**config.mk**
```make
export PLATFORM = sky130hd
export DESIGN_NAME = muldiv_unit
export DESIGN_NICKNAME = d
export VERILOG_FILES = /design/src/rtl/muldiv_pkg.sv /design/src/rtl/div_step.sv /design/src/rtl/muldiv_unit.sv
export SDC_FILE = /design/constraint.sdc
export NUM_CORES = 1
export LEC_CHECK = 0
export CAP_MARGIN = 10
export CORE_MARGIN = 3
export CORE_UTILIZATION = 32
export CTS_CLUSTER_DIAMETER = 120
export DETAILED_ROUTE_END_ITERATION = 8
export SLEW_MARGIN = 20
export SYNTH_ARGS = -nofsm -noshare
export SYNTH_HDL_FRONTEND = slang
export SYNTH_HIERARCHICAL = 1
export SYNTH_SLANG_ARGS = --single-unit
```
**constraint.sdc**
```tcl
create_clock -name clk -period 7.1 [get_ports clk]
set_input_delay 1.065 -clock clk [delete_from_list [all_inputs] [get_ports clk]]
set_output_delay 1.065 -clock clk [all_outputs]
set_load 0.02 [all_outputs]
```
**src/rtl/muldiv_pkg.sv**
```systemverilog
// muldiv_pkg: shared op/state encodings and default width for muldiv_unit.
package muldiv_pkg;
    localparam int MULDIV_WIDTH = 8;
    typedef enum logic [1:0] {OP_MUL, OP_DIV, OP_REM, OP_ILLEGAL} op_t;
    typedef enum logic [1:0] {S_IDLE, S_CALC, S_DONE} state_t;
endpackage

```
**src/rtl/div_step.sv**
```systemverilog
// div_step: one combinational restoring-divide step on {R,Q} against divisor.
module div_step
    import muldiv_pkg::*;
#(
    parameter int WIDTH = MULDIV_WIDTH
) (
    input  logic [2*WIDTH:0] rq,
    input  logic [WIDTH-1:0] divisor,
    output logic [2*WIDTH:0] rq_next
);
    logic [WIDTH+1:0] rw;
    logic [WIDTH:0]   diff;
    logic             ge;
    always_comb begin
        rw      = rq[2*WIDTH:WIDTH-1];
        ge      = rw >= {2'b00, divisor};
        diff    = rw[WIDTH:0] - {1'b0, divisor};
        rq_next = ge ? {diff, rq[WIDTH-2:0], 1'b1} : {rq[2*WIDTH-1:0], 1'b0};
    end
endmodule

```
**src/rtl/muldiv_unit.sv**
```systemverilog
// muldiv_unit: iterative shift-add multiply / restoring divide with start/ack handshake.
// Define MULDIV_REM_EN to build the REM operation; otherwise op 10 is illegal.
module muldiv_unit
    import muldiv_pkg::*;
#(
    parameter int WIDTH = MULDIV_WIDTH
) (
    input  logic             clk,
    input  logic             reset,
    input  logic             enable,
    input  logic             start,
    input  logic [1:0]       op,
    input  logic [WIDTH-1:0] rs,
    input  logic [WIDTH-1:0] rt,
    input  logic             result_ack,
    output logic             busy,
    output logic             result_valid,
    output logic [WIDTH-1:0] result
);
    localparam int CW = $clog2(WIDTH + 1);
    state_t           state;
    op_t              op_q;
    logic [WIDTH:0]   r, r_mul, r_n;
    logic [WIDTH-1:0] q, b, q_n, b_n, calc_res, early_res;
    logic [CW-1:0]    cnt;
    logic [2*WIDTH:0] rq_n;
    logic             early;
    div_step #(.WIDTH(WIDTH)) u_step (
        .rq      ({r, q}),
        .divisor (b),
        .rq_next (rq_n)
    );
    // MUL reuses r as accumulator, q as multiplicand and b as multiplier
    always_comb begin
        r_mul = r + (b[0] ? {1'b0, q} : '0);
        r_n   = op_q == OP_MUL ? r_mul : rq_n[2*WIDTH:WIDTH];
        q_n   = op_q == OP_MUL ? q << 1 : rq_n[WIDTH-1:0];
        b_n   = op_q == OP_MUL ? b >> 1 : b;
`ifdef MULDIV_REM_EN
        calc_res  = op_q == OP_DIV ? q_n : r_n[WIDTH-1:0];
        early     = op == OP_ILLEGAL || (op != OP_MUL && rt == '0);
        early_res = op == OP_DIV ? '1 : op == OP_REM ? rs : '0;
`else
        calc_res  = op_q == OP_MUL ? r_n[WIDTH-1:0] : q_n;
        early     = op[1] || (op == OP_DIV && rt == '0);
        early_res = op == OP_DIV ? '1 : '0;
`endif
    end
    always_ff @(posedge clk) begin
        if (reset) begin
            state  <= S_IDLE;
            op_q   <= OP_MUL;
            r      <= '0;
            q      <= '0;
            b      <= '0;
            cnt    <= '0;
            result <= '0;
        end else begin
            case (state)
                S_IDLE: if (start && enable) begin
                    op_q  <= op_t'(op);
                    r     <= '0;
                    q     <= rs;
                    b     <= rt;
                    cnt   <= '0;
                    state <= early ? S_DONE : S_CALC;
                    if (early) result <= early_res;
                end
                S_CALC: begin
                    r   <= r_n;
                    q   <= q_n;
                    b   <= b_n;
                    cnt <= cnt + CW'(1);
                    if (cnt == CW'(WIDTH - 1)) begin
                        state  <= S_DONE;
                        result <= calc_res;
                    end
                end
                S_DONE: if (result_ack) state <= S_IDLE;
                default: state <= S_IDLE;
            endcase
        end
    end
    assign busy         = state != S_IDLE;
    assign result_valid = state == S_DONE;
endmodule

```
==> qor.yml, run 1 <==
grt_usage_pct: 15.56
ys_async_sr_fraction_pct: 0
final_util_pct: 38.54
worstPathCellList: "ha_1, inv_1, fa_1, nand3_1, a21oi_2, nor4_4, mux2_1, nand2_1, a21oi_1, a21oi_1, nor2_1"
die_w_um: 102.5
cp_max_fo: 15
cp-end-kind: "flip-flop"
arrival_ns: 3.22
cts_sinks: 41
worstReg2RegEnd: "r[1]$_SDFFE_PP0P_"
r2r_cells: 11
drt_iter0_drc: 114
final_nets: 433
finalCritPeriodShare_pct: 42.89
cts_htree_levels: 2
gr-usage-met1_pct: 21.90
use_met2_pct: 25.32
fin_setup_tns_ns: 0
synthTopCellsByArea: "dfxtp_1, ha_1, nand2_1"
hold_depth: 2
start_kind: "flip-flop"
relSlewSlack_pct: 29.80
routed_wirelength_um: 7742
io_buffers: 32
avgSynthCellArea_um2: 7.976
post-place-ws_ns: 4.028
hp-start: "cnt[1]$_SDFFE_PP0P_"
ys_top_cells_by_count: "nand2_1, dfxtp_1, nor2_1"
timing.rr.start: "b[0]$_SDFFE_PP0P_"
postCtsHoldBufs: 0
vias: 2699
critPathMaxStageDelay_ns: 0.67
io-pin-count: 33
routabilityCongestion: 0.8552
yosys_warnings: 6
ant_nets: 0
cts_root_buffer: "clkbuf_8"
grt-ovfl-total: 0
cts_buffers: 5
worstHoldEndpoint: "cnt[1]$_SDFFE_PP0P_"
peakVddDrop_mv: 0.08330
rrSetupSlack_ns: 4.05
status: "finished, final reports clean"
hp-class: "reg2reg"
clk_path_buf_depth: 2
postCtsSetupBuffers: 0
p_per_area_mw_per_mm2: 182.0
grt_pass1_vias: 2692
finalSetupViolCount: 0
synth_area_leader_cell: "dfxtp_1"
yosysMostFrequentCell: "nand2_1"
synth_top_area_share_pct: 27.52
start_util_pct: 33.55
p_leak_nw: 1.285
crit_type: "reg2reg"
synth.net_count: 416
insertion_delay_ns: 0.30
finalHoldViolCount: 0
netlist_area_mm2: 0.002983
synth-seq-cells: 41
busiest_layer: "met2"
cap_violations: 0
drive_gt1_share_pct: 9.949
period_minus_slack_ns: 3.045
worst_pin_slew_ns: 1.053
ys_seq_area_share_pct: 27.52
dieArea_mm2: 0.01052
use_met3_pct: 2.436
multi_input_area_mm2: 0.001944
row_count: 34
ctsResizeCount: 0
regArea_um2: 820.8
cts_tree: "built"
worst_path_max_delay_cell: "nor4_4"
syn_inst: 374
path_clk_slew_ns: 0.08
fmax_mhz: 328.4
avgViaCountPerCell: 5.398
area_growth_pct: 14.89
grt_start_max_net_pins: 42
final_max_slew_viol_count: 0
fp.dieH_um: 102.5
skew_ns: 0.005883
drc: 0
synthFlopType: "dfxtp_1"
critPathRequiredTime_ns: 7.28
synth_edf_count: 0
diodes: 0
synthDistinctLibCells: 69
dr.pass1.iters: 4
coreArea_mm2: 0.008891
rsz0062_at_grt: "no"
grt_pass1_wl_um: 13210
antenna_found_initial: 0
finalPower_uw: 623.8
cpMostUsedCell: "a21oi_1"
route.detailed.wl_per_inst_um: 15.48
nFillCells: 916
place_hpwl_um: 5784
setup_ws_ns: 4.055
-- cells by family (layout without fill, tap and decap cells) --
logic type / after synthesis / after routing / share of synthesized area, %
AOI/OAI and AO/OA: 110 / 110 / 27.64
xor gates and xnor gates: 3 / 3 / 0.8810
adders and majority gates: 19 / 19 / 8.473
buffers and inverters: 42 / 60 / 7.299
DFF: 41 / 41 / 27.52
muxes: 4 / 4 / 1.426
and+or+nand+nor: 155 / 155 / 26.76
-- flip-flops by register name (all words and copies together) (netlist names) --
register  flops
r             9
b             8
q             8
result        8
cnt           4
op_q          2
state         2
-- worst max path at each step --
stage	start	endpoint	depth (start not counted)	slack [ns]
floorplan	b[0]$_SDFFE_PP0P_	r[1]$_SDFFE_PP0P_	11	4.72
global placement	rt[5]	result[1]$_SDFFE_PP0P_	6	4.10
detailed placement	rt[5]	result[1]$_SDFFE_PP0P_	6	4.03
CTS	b[0]$_SDFFE_PP0P_	r[1]$_SDFFE_PP0P_	11	4.06
global route	b[0]$_SDFFE_PP0P_	r[1]$_SDFFE_PP0P_	11	3.89
finish	b[0]$_SDFFE_PP0P_	r[1]$_SDFFE_PP0P_	11	4.05
-- through the flow --
stage / hold WS [ns] / instances / cell area, µm²
finish: 0.4910 / 500 / 3427
detailed placement: 0.4846 / 492 / 3311
global route: 0.5282 / 500 / 3427
CTS: 0.4968 / 500 / 3427
floorplan: 0.4611 / 374 / 2983
global placement: 0.4768 / 492 / 3311
-- routing by layer --
layer | up-vias | routed length, µm
met4 | 0 | 56
met1 | 1269 | 3783
met3 | 6 | 276
met5 | - | 0
met2 | 45 | 3625
li1 | 1379 | -
-- where the power goes --
part | switching (mW) | internal, mW | total, mW
clock network | 0.0871 | 0.115 | 0.202
logic | 0.0929 | 0.0736 | 0.166
registers | 0.0132 | 0.242 | 0.255
total | 0.193 | 0.431 | 0.624
-- final cells by class --
cell class	count	area share [%]
inverters	16	1.752
well taps	108	3.943
multi-input cells	291	56.74
clock inverters	1	0.8762
clock buffers	7	2.519
flip-flops and latches	41	23.95
repair buffers	36	10.22
-- critical path, delay by kind of cell, from the launching register on --
kind | cells | cell delay [ns]
flip-flops | 1 | 0.51
buffers and inverters | 1 | 0.07
AND/OR/NAND/NOR | 4 | 0.94
adder cells (fa/ha/maj) | 2 | 0.69
AO/OA/AOI/OAI | 3 | 0.33
multiplexers | 1 | 0.38
-- cells in the final DEF, fill, tap and decap left out, types with 2 or more instances in the layout --
cell / count
nand2_1: 56
dfxtp_1: 41
nor2_1: 33
clkdlybuf4s50_1: 32
a21oi_1: 25
ha_1: 17
inv_1: 16
a311oi_1: 14
o21ai_0: 13
and2_1: 12
nand3_1: 10
a22oi_1: 9
a211oi_1: 8
nor3_1: 6
clkbuf_8: 6
or2_2: 5
nor2b_1: 4
nand3b_1: 4
o21a_1: 4
buf_4: 4
and3_1: 3
nand4_1: 3
a31oi_1: 3
a21boi_0: 3
a21oi_2: 3
o31ai_1: 3
nand2b_1: 2
nor2_2: 2
a221oi_1: 2
nor4_2: 2
or3_1: 2
o21bai_1: 2
xnor2_1: 2
o21ai_1: 2
mux2i_1: 2
nor3b_1: 2
fa_1: 2
Note: power is estimated with default switching activity, not from simulation.
==> run 2, diff against run 1 <==
Clock period 7.1 ns to 3.2 ns, I/O delays scaled along.
==> run 2 against run 1 <==
Effect of this change:
- worst setup slack worse by 3.7 ns
- clock skew grew 0.0014 ns
- flip-flop and latch count is the same
- hold slack gained 0.0059 ns
- die area unchanged
- sequential share of layout area is 0.18 points lower
- critical path depth rose by 1
- sequential power increased by 120%
- non-clock buffer count grew 3
- critical path type unchanged
- highest routed layer unchanged
==> qor.yml, run 2 (synthesis gave the netlist of run 1 again) <==
io-pin-count: 33
finalHoldViolCount: 0
multi_input_area_mm2: 0.001944
layout_common_cells: "nand2_1, dfxtp_1, nor2_1"
final_max_slew_viol_count: 0
coreArea_mm2: 0.008891
grt_pass1_vias: 2553
io_buffers: 32
start_kind: "flip-flop"
whs_ns: 0.4969
grt_usage_pct: 14.83
placed_cells: 495
skew_ns: 0.007237
timing.rr.start: "b[0]$_SDFFE_PP0P_"
cap_violations: 0
p_per_area_mw_per_mm2: 405.5
antenna_found_initial: 0
drt_iter0_drc: 154
die_w_um: 102.5
nFillCells: 911
rrSetupSlack_ns: 0.39
clk_path_buf_depth: 2
finalSetupViolCount: 0
fp.dieH_um: 102.5
hp-class: "reg2reg"
vias: 2729
final_nets: 436
routed_wirelength_um: 7726
routabilityCongestion: 0.8365
worst_pin_slew_ns: 0.7306
largest-register: "r"
final_cells: 503
fmax_mhz: 355.6
route.detailed.wl_per_inst_um: 15.36
rsz0062_at_grt: "no"
cts_buffers: 5
cp-end-kind: "flip-flop"
fin_setup_tns_ns: 0
peakVddDrop_mv: 0.1736
dieArea_mm2: 0.01052
status: "finished, final reports clean"
dr.pass1.iters: 4
cts_root_buffer: "clkbuf_8"
arrival_ns: 3.05
grt_pass1_wl_um: 12350
relSlewSlack_pct: 51.24
postCtsHoldBufs: 0
insertion_delay_ns: 0.30
largest_reg_flops: 9
cts_htree_levels: 2
diodes: 0
drc: 0
cts_tree: "built"
start_util_pct: 33.55
hp-start: "op_q[1]$_SDFFE_PP0P_"
crit_type: "reg2reg"
row_count: 34
grt_start_max_net_pins: 30
postCtsSetupBuffers: 0
regArea_um2: 820.8
period_minus_slack_ns: 2.812
p_leak_nw: 1.298
ctsResizeCount: 0
cp_max_fo: 10
final_common_cell: "nand2_1"
cp-startpoint: "b[0]$_SDFFE_PP0P_"
drive_gt1_share_pct: 10.89
ant_nets: 0
critPathRequiredTime_ns: 3.44
avgViaCountPerCell: 5.425
area_growth_pct: 15.77
place_hpwl_um: 5922
finalCritPeriodShare_pct: 87.88
grt-ovfl-total: 0
path_clk_slew_ns: 0.09
cts_sinks: 41
run 2: routing by layer:
layer	vias up	part of all wire, %	track usage [%]	routed length, µm
li1	1388	-	-	-
met1	1267	47	19.27	3595
met2	64	48	25.47	3727
met3	10	4.0	2.503	309
met4	0	1.2	3.835	93
met5	-	0	0	0
run 2: worst max-delay path, cell delays in order (launching register included):
cell     delay (ns)
dfxtp_1        0.46
ha_1           0.26
inv_1          0.07
fa_1           0.41
nand3_1        0.16
a21oi_2        0.10
nor4_4         0.50
buf_4          0.25
mux2i_1        0.19
nand2_1        0.06
a21oi_1        0.14
a21oi_1        0.05
nor2_1         0.10
run 2: cell type report:
| type | count | area share, % |
|---|---|---|
| clock inverter | 2 | 1.087 |
| multi-input combinational | 291 | 56.30 |
| tap | 108 | 3.913 |
| timing repair buffer | 39 | 10.80 |
| inverter | 16 | 1.739 |
| sequential | 41 | 23.77 |
| clock buffer | 6 | 2.391 |
run 2: power breakdown:
part	switching, mW	internal [mW]
Sequential	0.0270	0.537
Combinational	0.213	0.171
Clock	0.198	0.254
Total	0.438	0.962
run 2: path summary, 6_finish.rpt:
check	endpoint	depth (start not counted)
setup / recovery	r[0]$_SDFFE_PP0P_	12
hold / removal	op_q[1]$_SDFFE_PP0P_	2
setup reg to reg	r[0]$_SDFFE_PP0P_	12
hold reg to reg	op_q[1]$_SDFFE_PP0P_	2
run 2: stage by stage:
step | utilization, % | setup WS, ns | total power [mW] | instance area [µm²]
6_report | 38.84 | 0.3878 | 1.400 | 3453
5_1_grt | 38.84 | 0.1554 | 1.475 | 3453
2_1_floorplan | - | 0.8243 | 0.8662 | 2983
4_1_cts | 38.84 | 0.4080 | 1.413 | 3453
3_5_place_dp | 37.49 | 0.4283 | 0.9587 | 3333
3_3_place_gp | 37.49 | 0.5296 | 0.9507 | 3333
==> run 3, diff against run 2 <==
Settings changed: CORE_MARGIN 3 to 2.
==> run 3 against run 2 <==
Effect of this change:
- clock power fell by 24%
- sequential share of layout area is 0.16 points higher
- via count increased by 0.95%
- wire length decreased by 0.12%
- clock-buffer cell count is 1 lower
- maximum frequency down 0.72%
- combinational power barely moved
- critical path type unchanged
- largest cell class unchanged
==> qor.yml, run 3 (synthesis gave the netlist of run 1 again) <==
routabilityCongestion: 0.8171
finalHoldViolCount: 0
start_util_pct: 32.59
cp-end-kind: "flip-flop"
final_max_slew_viol_count: 0
final_cells: 507
crit_type: "reg2reg"
route.detailed.wl_per_inst_um: 15.22
grt-ovfl-total: 0
finalSetupViolCount: 0
hold_depth: 2
cap_violations: 0
hp-class: "reg2reg"
r2r_cells: 12
drt_iter0_drc: 179
io_buffers: 32
final_common_cell: "nand2_1"
place_hpwl_um: 5894
start_kind: "flip-flop"
fin_setup_tns_ns: 0
avgViaCountPerCell: 5.434
io-pin-count: 33
worstHoldEndpoint: "b[7]$_SDFFE_PP0P_"
status: "finished, final reports clean"
drc: 0
insertion_delay_ns: 0.29
postLayoutCellArea_mm2: 0.003431
p_sw_uw: 432.3
whs_ns: 0.4888
largest_reg_flops: 9
area_growth_pct: 15.02
placed_cells: 499
layout_common_cells: "nand2_1, dfxtp_1, nor2_1"
relSlewSlack_pct: 49.85
timing.rr.start: "b[0]$_SDFFE_PP0P_"
grt_usage_pct: 16.08
p_per_area_mw_per_mm2: 376.8
fp.dieH_um: 100.5
coreArea_mm2: 0.009153
rsz0062_at_grt: "no"
antenna_found_initial: 0
postCtsSetupBuffers: 0
cts_buffers: 5
combPwrFrac_pct: 29.5
worst_pin_slew_ns: 0.7499
pwr-share-seq_pct: 43.8
die_w_um: 100.5
clk_path_buf_depth: 2
vias: 2755
grt_start_max_net_pins: 27
placed_area_mm2: 0.003344
largest-register: "r"
clockPowerShare_pct: 26.7
routed_wirelength_um: 7717
post-place-ws_ns: 0.4227
dieArea_mm2: 0.01011
arrival_ns: 3.07
ctsResizeCount: 0
grt_pass1_wl_um: 13050
row_count: 35
worstPathCellList: "ha_1, inv_1, fa_1, nand3_1, a21oi_2, nor4_4, buf_4, mux2i_1, nand2_1, a21oi_1, a21oi_1, nor2_1"
drive_gt1_share_pct: 11.11
postCtsHoldBufs: 0
ant_nets: 0
cts_tree: "built"
worst_path_max_delay_cell: "dfxtp_1"
switching_share_pct: 33.44
p_int_uw: 860.4
final_util_pct: 37.48
rrSetupSlack_ns: 0.37
fmax_mhz: 353.0
cts_sinks: 41
period_minus_slack_ns: 2.833
hp-start: "b[7]$_SDFFE_PP0P_"
worstReg2RegEnd: "r[0]$_SDFFE_PP0P_"
peakVddDrop_mv: 0.1725
cp-startpoint: "b[0]$_SDFFE_PP0P_"
dr.pass1.iters: 4
cts_root_buffer: "clkbuf_8"
grt_pass1_vias: 2727
diodes: 0
path_clk_slew_ns: 0.09
setup_ws_ns: 0.3673
skew_ns: 0.006685
cpMostUsedCell: "a21oi_1"
critPathRequiredTime_ns: 3.43
p_leak_nw: 1.290
cp_max_fo: 10
finalCritPeriodShare_pct: 88.52
critPathMaxStageDelay_ns: 0.49
final_nets: 437
cts_htree_levels: 2
finalPower_mw: 1.293
[run 3: power groups by stage]
stage | sequential (mW) | combinational, mW | clock (mW)
floorplan | 0.574 | 0.292 | 0
global placement | 0.576 | 0.376 | 0
detailed placement | 0.578 | 0.380 | 0
CTS | 0.566 | 0.381 | 0.354
global route | 0.572 | 0.421 | 0.377
finish | 0.566 | 0.381 | 0.345
[run 3: cell type report]
type	count	area [µm²]
Clock buffer	5	68.82
Clock inverter	3	17.52
Fill cell	963	5722
Inverter	16	60.06
Multi-Input combinational cell	291	1944
Sequential cell	41	820.8
Tap cell	111	138.9
Timing Repair Buffer	40	380.4
[run 3: layer usage]
layer,GRT usage (%),vias to the layer above,wire length [µm]
met3,2.774,4,256
met5,0,-,0
met1,20.64,1309,3671
met4,3.583,0,38
met2,28.19,51,3750
li1,-,1391,-
[run 3: how the worst max path moves through the flow]
stage / end
2_1_floorplan: r[1]$_SDFFE_PP0P_
3_3_place_gp: r[0]$_SDFFE_PP0P_
3_5_place_dp: r[0]$_SDFFE_PP0P_
4_1_cts: r[0]$_SDFFE_PP0P_
5_1_grt: r[0]$_SDFFE_PP0P_
6_report: r[0]$_SDFFE_PP0P_
[run 3: worst max-delay path: cells and delay by family (launching register included)]
family | cells | cell delay, ns
muxes | 1 | 0.18
buffers and inverters | 2 | 0.31
DFF | 1 | 0.49
adders and majority gates | 2 | 0.68
and+or+nand+nor | 4 | 0.80
AOI/OAI and AO/OA | 3 | 0.29
